## src/rtl/pair_loader.sv

```systemverilog
// pair_loader: packs a serial byte stream into {A,B} operand pairs and offers each pair on a
// valid/ready handshake. Defining PAIR_CNT_EN adds the pair_cnt delivered-pair counter port.
module pair_loader #(
    parameter int W = 8
`ifdef PAIR_CNT_EN
    ,
    parameter int CNT_W = 16
`endif
) (
    input  logic             clk,
    input  logic             rst,
    input  logic [W-1:0]     in_data,
    input  logic             in_valid,
    output logic             in_ready,
    input  logic             flush,
    output logic [W-1:0]     out_A,
    output logic [W-1:0]     out_B,
    output logic             out_valid,
    input  logic             out_ready,
    output logic             odd_err
`ifdef PAIR_CNT_EN
    ,
    output logic [CNT_W-1:0] pair_cnt
`endif
);

    typedef enum logic [1:0] {
        ST_EMPTY = 2'd0,
        ST_HALF  = 2'd1,
        ST_FULL  = 2'd2
    } state_t;

    state_t         state_q, state_d;
    logic [W-1:0]   a_q, a_d;
    logic [W-1:0]   b_q, b_d;
    logic           out_valid_q, out_valid_d;
    logic           odd_err_q, odd_err_d;
    logic           in_xfer_s;
    logic           out_xfer_s;
`ifdef PAIR_CNT_EN
    logic [CNT_W-1:0] pair_cnt_q, pair_cnt_d;
`endif

    // Next-state and capture logic; flush never blocks a pending out_xfer of a full pair.
    always_comb begin
        in_ready    = !flush && ((state_q != ST_FULL) || out_ready);
        in_xfer_s   = in_valid && in_ready;
        out_xfer_s  = out_valid_q && out_ready;
        state_d     = state_q;
        a_d         = a_q;
        b_d         = b_q;
        odd_err_d   = 1'b0;
        case (state_q)
            ST_EMPTY: begin
                if (in_xfer_s) begin
                    state_d = ST_HALF;
                    a_d     = in_data;
                end else begin
                    state_d = ST_EMPTY;
                end
            end
            ST_HALF: begin
                if (flush) begin
                    state_d   = ST_EMPTY;
                    odd_err_d = 1'b1;
                end else if (in_xfer_s) begin
                    state_d = ST_FULL;
                    b_d     = in_data;
                end else begin
                    state_d = ST_HALF;
                end
            end
            ST_FULL: begin
                if (out_xfer_s && in_xfer_s) begin
                    state_d = ST_HALF;
                    a_d     = in_data;
                end else if (out_xfer_s) begin
                    state_d = ST_EMPTY;
                end else begin
                    state_d = ST_FULL;
                end
            end
            default: begin
                state_d = ST_EMPTY;
            end
        endcase
        out_valid_d = (state_d == ST_FULL);
`ifdef PAIR_CNT_EN
        if (out_xfer_s) begin
            pair_cnt_d = pair_cnt_q + CNT_W'(1);
        end else begin
            pair_cnt_d = pair_cnt_q;
        end
`endif
    end

    // State and output registers; reset overrides flush and any transfer in flight.
    always_ff @(posedge clk) begin
        if (rst) begin
            state_q     <= ST_EMPTY;
            a_q         <= {W{1'b0}};
            b_q         <= {W{1'b0}};
            out_valid_q <= 1'b0;
            odd_err_q   <= 1'b0;
`ifdef PAIR_CNT_EN
            pair_cnt_q  <= {CNT_W{1'b0}};
`endif
        end else begin
            state_q     <= state_d;
            a_q         <= a_d;
            b_q         <= b_d;
            out_valid_q <= out_valid_d;
            odd_err_q   <= odd_err_d;
`ifdef PAIR_CNT_EN
            pair_cnt_q  <= pair_cnt_d;
`endif
        end
    end

    assign out_A     = a_q;
    assign out_B     = b_q;
    assign out_valid = out_valid_q;
    assign odd_err   = odd_err_q;
`ifdef PAIR_CNT_EN
    assign pair_cnt  = pair_cnt_q;
`endif

endmodule

```

## config.mk

```make
export PLATFORM = sky130hd
export DESIGN_NAME = pair_loader
export DESIGN_NICKNAME = d
export VERILOG_FILES = /design/src/rtl/pair_loader.sv
export SDC_FILE = /design/constraint.sdc
export NUM_CORES = 1
export LEC_CHECK = 0
export ABC_CLOCK_PERIOD_IN_PS = 1490
export CORE_MARGIN = 3
export CORE_UTILIZATION = 42
export DETAILED_ROUTE_END_ITERATION = 6
export PLACE_DENSITY_LB_ADDON = 0.15
export SYNTH_ARGS = -nofsm -noshare
export SYNTH_HDL_FRONTEND = slang
export SYNTH_SLANG_ARGS = --single-unit
```

## constraint.sdc

```tcl
create_clock -name clk -period 1.49 [get_ports clk]
set_clock_uncertainty 0.2 [all_clocks]
set_input_delay 0.447 -clock clk [delete_from_list [all_inputs] [get_ports clk]]
set_output_delay 0.447 -clock clk [all_outputs]
set_load 0.03 [all_outputs]
```

==> results of run 1 <==
tightest hold or removal path: stages, from the launching register on:
cell and delay (ns):
dfxtp_2 0.33, nand2b_1 0.06, mux2i_1 0.06
cells in the final DEF, fill, tap and decap left out, drive strengths merged:
cell,netlist,final
a31oi,2,2
clkdlybuf4s50,0,9
nor3,1,1
nand2,1,1
dfxtp,20,20
buf,3,28
nor2,11,11
nor4b,2,2
clkbuf,2,4
nand2b,17,17
a2bb2oi,1,1
inv,2,2
and4bb,1,1
a21boi,1,1
dlygate4sd2,0,1
clkdlybuf4s15,0,1
mux2i,16,16
repair_timing:
action,4_1_cts,5_1_grt
hold buffers,0,0
endpoints found under the setup margin,20,25
resized for setup,14,22
buffers inserted,2,0
state kept, by name (all words and copies together) (netlist names):
register	flops
out_A	8
out_B	8
state_q	2
odd_err	1
out_valid	1
Yosys cell counts, drive strengths merged:
cell / number
mux2i: 16
a31oi: 2
nor2: 11
clkbuf: 2
inv: 2
nand2: 1
buf: 3
nand2b: 17
a2bb2oi: 1
and4bb: 1
nor4b: 2
dfxtp: 20
nor3: 1
a21boi: 1
power by group through the flow:
stage               combinational (mW)  clock, mW  sequential [mW]
global route                     0.204      0.344            0.568
floorplan                       0.0651          0            0.604
detailed placement               0.178          0            0.575
global placement                 0.174          0            0.574
CTS                              0.183      0.316            0.562
finish                           0.189      0.305            0.565
per-layer routing:
metal | vias up | share of wire (%) | GRT usage (%)
li1 | 342 | - | -
met1 | 311 | 40 | 16.8
met2 | 22 | 52 | 29.3
met3 | 2 | 7.7 | 6.53
met4 | 0 | 0.69 | 4.04
met5 | - | 0 | 0
per-stage QoR:
step | setup TNS (ns) | setup slack [ns] | cell area, um^2 | total power [mW] | util, %
final | -0.173 | -0.173 | 1290 | 1.06 | 71.7
after global routing | -0.493 | -0.219 | 1290 | 1.12 | 71.7
after floorplan | 0 | 0.0600 | 848 | 0.669 | -
after detailed placement | -10.54 | -0.618 | 1170 | 0.753 | 64.9
after CTS | -0.166 | -0.166 | 1240 | 1.06 | 68.7
after global placement | -10.02 | -0.564 | 1170 | 0.748 | 64.9
cells by family (layout without fill, tap and decap cells):
logic type,count (synthesis),in the layout,share of synthesized area (%)
flip-flops,20,20,48.1
buffers and inverters,7,45,4.66
AND/OR/NAND/NOR,33,33,23.2
multiplexers,16,16,19.2
AO/OA/AOI/OAI,4,4,4.81
cell type report:
class                           instances  area (um^2)
Fill cell                             149          509
Sequential cell                        20          420
Multi-Input combinational cell         53          420
Timing Repair Buffer                   39          377
Clock buffer                            4         36.3
Tap cell                               25         31.3
Inverter                                2         7.51
how the worst min path moves through the flow:
stage                     slack [ns]                     to  cells past startpoint                   from
after floorplan                 0.33  state_q[0]$_SDFF_PP0_                      1                  flush
after global placement          0.26  out_A[4]$_SDFFE_PP0P_                      2  out_A[4]$_SDFFE_PP0P_
after detailed placement        0.26  out_A[1]$_SDFFE_PP0P_                      2  out_A[1]$_SDFFE_PP0P_
after CTS                       0.28  out_A[1]$_SDFFE_PP0P_                      2  out_A[1]$_SDFFE_PP0P_
after global routing            0.31  out_A[4]$_SDFFE_PP0P_                      2  out_A[4]$_SDFFE_PP0P_
final                           0.28  out_A[2]$_SDFFE_PP0P_                      2  out_A[2]$_SDFFE_PP0P_
==> summary.txt, run 1 <==
Clock network
  – Clock slew at reported path FFs: 0.11 ns
  – Max Root-Sink Buffers: 2
  – CTS buffer count: 3
  – Clock sink count: 20
  – Worst skew pair latency: 0.30 ns
  – CTS tree: built
  – H-tree depth: 1
  – Clk Tree Root Cell: clkbuf_4

Critical path
  – Crit path launch: flush
  – Worst path required time: 0.84 ns
  – Nature of the critical path startpoint: input pin
  – Worst Setup EP: in_ready
  – CP cell instances: clkdlybuf4s15_2 -> a31oi_4 -> buf_6
  – Worst r2r path cells: 5
  – Cell family with most CP delay: buffers and inverters
  – Max incr delay on CP: 0.24 ns
  – Crit Reg-Reg Startpoint: state_q[0]$_SDFF_PP0_
  – Worst Path Arrival: 1.02 ns
  – CP bufs+invs: 2
  – Reg2reg end: out_B[3]$_SDFFE_PP0P_
  – Reg-to-reg setup timing slack: ~0.03 ns
  – Crit path max-delay cell type: clkdlybuf4s15_2
  – Setup CP Type: input pin to primary output
  – Cell count along the critical path: 3
  – Worst Path Max Fanout: 5
  – Crit path capture type: primary output

Job
  – Max Cap Viol: 0

Synth
  – Synth top area share: about half
  – Syn nets: 93
  – Yosys cell types: 17
  – Post-synth top area cell: dfxtp_1
  – Yosys warns: 0
  – Synthesis-stage register bit count: 20
  – Cell Area, Synth: between 800 and 900 um^2
  – Seq/Total Area, Yosys: 48.1%
  – Top cells by area, synth: dfxtp_1, mux2i_1, nand2b_1
  – Gate count of the mapped netlist: 80
  – Post-synthesis area per instance: 10.4 um^2

Global routing
  – Pin count of the biggest net entering global routing: 29
  – Initial antenna violation count: 0
  – GRT Resource Usage Total: around 16%
  – Grt total ovfl: 0
  – First-pass GRT wire length: 3140 um
  – Vias in the first global route: approximately 710

STA
  – RSZ-0062 raised after global routing: true
  – Hold slack final: about 0.28 ns
  – Setup ws final: -0.173 ns
  – Worst rel slew slack: 84.3%
  – Slew Viols, Final: 0
  – Fin. Hold Viols: 0
  – Final min period: between 1.5 and 2 ns
  – Final cycle utilization of the critical path: 112%
  – Peak Freq: 601 MHz
  – Actual slew at the worst max-slew pin: 0.233 ns
  – Final setup vio count: 1

Detailed routing
  – Via count: 677
  – WL final: 1730 um
  – Drt drc: 0
  – Drt first pass iters: 4
  – 1st-iter DRT viols: 4
  – Routed WL per cell: 12.1 um
  – Via density: 4.73
  – Number of routed nets with antenna violations: 0

Finish
  – Diode count: 0
  – Area Growth Syn to Fin: 55.3%
  – Fin cells: 143
  – Ratio of cells with drive above 1 in the final layout: a little under half
  – Nets@finish: 132

Outcome
  – Failing checks: negative setup slack
  – Status: finished, violations left

Die
  – Die height: 50.5 um
  – Width of the die: 50.5 um
  – Die area: ~0.0026 mm^2
  – IO Count: 32
  – Initial core utilization: 46.2%
  – Core area: ~0.0018 mm^2
  – Row Count: 15

Placed design
  – DP HPWL: approximately 1300 um
  – Global placer's final weighted congestion: 0.688
  – PortBufs: 31
  – Post-Place Cells: 137

Pwr
  – Combinational power share: 17.9%
  – Worst vdd ir: roughly 570 uV
  – P_leak: 0.528 nW
  – Switching Share: 24.2%
  – Part of the power in registers: 53.4%
  – Int Pwr: 0.803 mW
  – Power per Cell Area: ~800 mW/mm^2
  – P_sw: about 0.26 mW
  – Clk network pwr share: 28.8%

Min path
  – Hold crit path type: register to register
(Power assumes the default switching activity.)
==> inputs of run 2 (changes only) <==
--- a/config.mk
+++ b/config.mk
@@ -9,7 +9,9 @@
 export CORE_MARGIN = 3
 export CORE_UTILIZATION = 42
 export DETAILED_ROUTE_END_ITERATION = 6
+export MAX_ROUTING_LAYER = met4
 export PLACE_DENSITY_LB_ADDON = 0.15
+export SKIP_CTS_REPAIR_TIMING = 1
 export SYNTH_ARGS = -nofsm -noshare
 export SYNTH_HDL_FRONTEND = slang
 export SYNTH_SLANG_ARGS = --single-unit
==> run 2 against run 1 <==
  * The run still ends with negative setup slack left
  * Final cell count down 0.70%
  * Combinational power barely moved
  * Die area stayed put
  * Sequential power hardly changed
  * Maximum frequency increased by 0.32%
  * Global-route usage is 0.11 points higher
  * Hold slack lost 0.0011 ns
  * Count of clock-buffer cells in the layout is the same
  * Non-clock buffer count down 1
  * Critical endpoint unchanged
  * Largest cell class unchanged
  * Highest routed layer unchanged
==> summary.txt, run 2 (synthesized netlist as in run 1, its figures left out) <==
Finish
  – Area Growth Syn to Fin: 53.7% (was 55.3%)
  – End-of-flow core utilization: 71.0% (was 71.7%)
  – Nets@finish: 131 (was 132)
  – Ratio of cells with drive above 1 in the final layout: 44.4% (was 46.6%)
  – Commonest non-fill, non-tap cells in the layout: nand2b_1, buf_4, mux2i_1 (was nand2b_1, dfxtp_2, buf_4)
  – Diode count: 0 (unchanged)
  – Fillers: 149 (unchanged)

STA
  – Fin. Hold Viols: 0 (unchanged)
  – Setup tns final: -0.176 ns (was -0.173 ns)
  – RSZ-0062 raised after global routing: true (unchanged)
  – Slew Viols, Final: 0 (unchanged)
  – Final cycle utilization of the critical path: 111% (was 112%)
  – Actual slew at the worst max-slew pin: 0.302 ns (was 0.233 ns)
  – Peak Freq: 603 MHz (was 601 MHz)
  – Setup ws final: -0.168 ns (was -0.173 ns)
  – Hold slack final: 0.277 ns (was 0.278 ns)
  – Final min period: 1.66 ns (about the same)
  – Worst rel slew slack: 79.8% (was 84.3%)
  – Final setup vio count: 2 (was 1)

Critical path
  – Setup CP Type: register to primary output (was input pin to primary output)
  – Worst Path Max Fanout: 3 (was 5)
  – Worst path required time: 0.84 ns (about the same)
  – Crit Reg-Reg Startpoint: state_q[0]$_SDFF_PP0_ (unchanged)
  – Crit path capture type: primary output (unchanged)
  – Worst Path Arrival: 1.01 ns (was 1.02 ns)
  – Reg2reg end: out_B[2]$_SDFFE_PP0P_ (was out_B[3]$_SDFFE_PP0P_)
  – Worst r2r path cells: 5 (unchanged)
  – Nature of the critical path startpoint: register (was input pin)
  – Reg-to-reg setup timing slack: -0.01 ns (was 0.03 ns)

Die
  – Width of the die: 50.5 um (unchanged)
  – Die area: 0.00255 mm^2 (unchanged)
  – Row Count: 15 (unchanged)
  – Initial core utilization: 46.2% (unchanged)
  – IO Count: 32 (unchanged)
  – Die height: 50.5 um (unchanged)
  – Core area: 0.00180 mm^2 (unchanged)

Detailed routing
  – Via density: 4.68 (was 4.73)
  – Drt first pass iters: 3 (was 4)
  – Via count: 665 (was 677)
  – WL final: 1750 um (was 1730 um)
  – 1st-iter DRT viols: 5 (was 4)
  – Routed WL per cell: 12.3 um (was 12.1 um)
  – Drt drc: 0 (unchanged)
  – Number of routed nets with antenna violations: 0 (unchanged)

Clock network
  – Clock sink count: 20 (unchanged)
  – CTS tree: built (unchanged)
  – Clock slew at reported path FFs: 0.11 ns (about the same)
  – CTS buffer count: 3 (unchanged)
  – Worst skew pair latency: 0.30 ns (about the same)
  – Max Root-Sink Buffers: 2 (unchanged)
  – Clk Tree Root Cell: clkbuf_4 (unchanged)
  – H-tree depth: 1 (unchanged)

Pwr
  – Worst vdd ir: 575 uV (about the same)
  – P_leak: 0.537 nW (was 0.528 nW)
  – Power per Cell Area: 824 mW/mm^2 (was 820 mW/mm^2)

Global routing
  – Initial antenna violation count: 0 (unchanged)
  – Vias in the first global route: 687 (was 708)
  – Pin count of the biggest net entering global routing: 29 (unchanged)
  – GRT Resource Usage Total: 16.2% (was 16.0%)
  – Grt total ovfl: 0 (unchanged)
  – First-pass GRT wire length: 3080 um (was 3140 um)

Min path
  – Hold Crit Endpoint: out_A[0]$_SDFFE_PP0P_ (was out_A[2]$_SDFFE_PP0P_)
  – Min-Delay Path Depth: 2 (unchanged)
  – Hold crit path type: register to register (unchanged)
  – Hold Crit Start: out_A[0]$_SDFFE_PP0P_ (was out_A[2]$_SDFFE_PP0P_)

Placed design
  – Post-place setup slack: -0.618 ns (unchanged)
  – PortBufs: 31 (unchanged)
  – DP HPWL: 1290 um (unchanged)
  – Global placer's final weighted congestion: 0.695 (was 0.688)

Outcome
  – Failing checks: negative setup slack (unchanged)
  – Status: finished, violations left (unchanged)

Job
  – Max Cap Viol: 0 (unchanged)
## run 2: cell types whose count changed in the layout (fill, tap and decap cells not counted), sizes merged
cell	before	now
dlymetal6s2s	0	2
dlygate4sd2	1	0
clkdlybuf4s15	1	0
clkbuf	4	5
buf	28	26
## run 2: per-layer routing
| metal | global-route usage, % | vias up | routed length, um |
|---|---|---|---|
| met5 | - | - | 0 |
| met4 | 4.04 | 0 | 10 |
| met3 | 5.93 | 2 | 119 |
| met2 | 28.0 | 20 | 912 |
| met1 | 17.4 | 303 | 706 |
| li1 | - | 340 | - |
## run 2: power breakdown
part / switching, mW / internal (mW)
clock: 0.156 / 0.149
combinational: 0.0888 / 0.0978
sequential: 0.0113 / 0.551
total: 0.256 / 0.798
## run 2: worst max-delay path by stage
stage / startpoint / to / slack, ns
3_5_place_dp: out_ready / in_ready / -0.62
2_1_floorplan: rst / out_valid$_SDFF_PP0_ / 0.06
4_1_cts: out_ready / in_ready / -0.61
3_3_place_gp: out_ready / in_ready / -0.56
5_1_grt: state_q[0]$_SDFF_PP0_ / in_ready / -0.22
6_report: state_q[0]$_SDFF_PP0_ / in_ready / -0.17
## run 2: cell type report
type	count	area (um^2)	area share, %
Clock buffer	4	36.3	2.84
Inverter	2	7.51	0.587
Multi-Input combinational cell	53	420	32.9
Sequential cell	20	425	33.3
Tap cell	25	31.3	2.45
Timing Repair Buffer	38	358	28.0
## run 2: per-stage QoR
step	area (um^2)	cells	power, mW
after floorplan	848	80	0.669
after global placement	1170	137	0.748
after detailed placement	1170	137	0.753
after CTS	1200	141	1.06
after global routing	1280	142	1.11
final	1280	142	1.05
## run 2: worst max-delay path, stage by stage, from the launching register on
cell,delay [ns]
dfxtp_4,0.37
inv_2,0.05
a31oi_4,0.13
buf_6,0.15
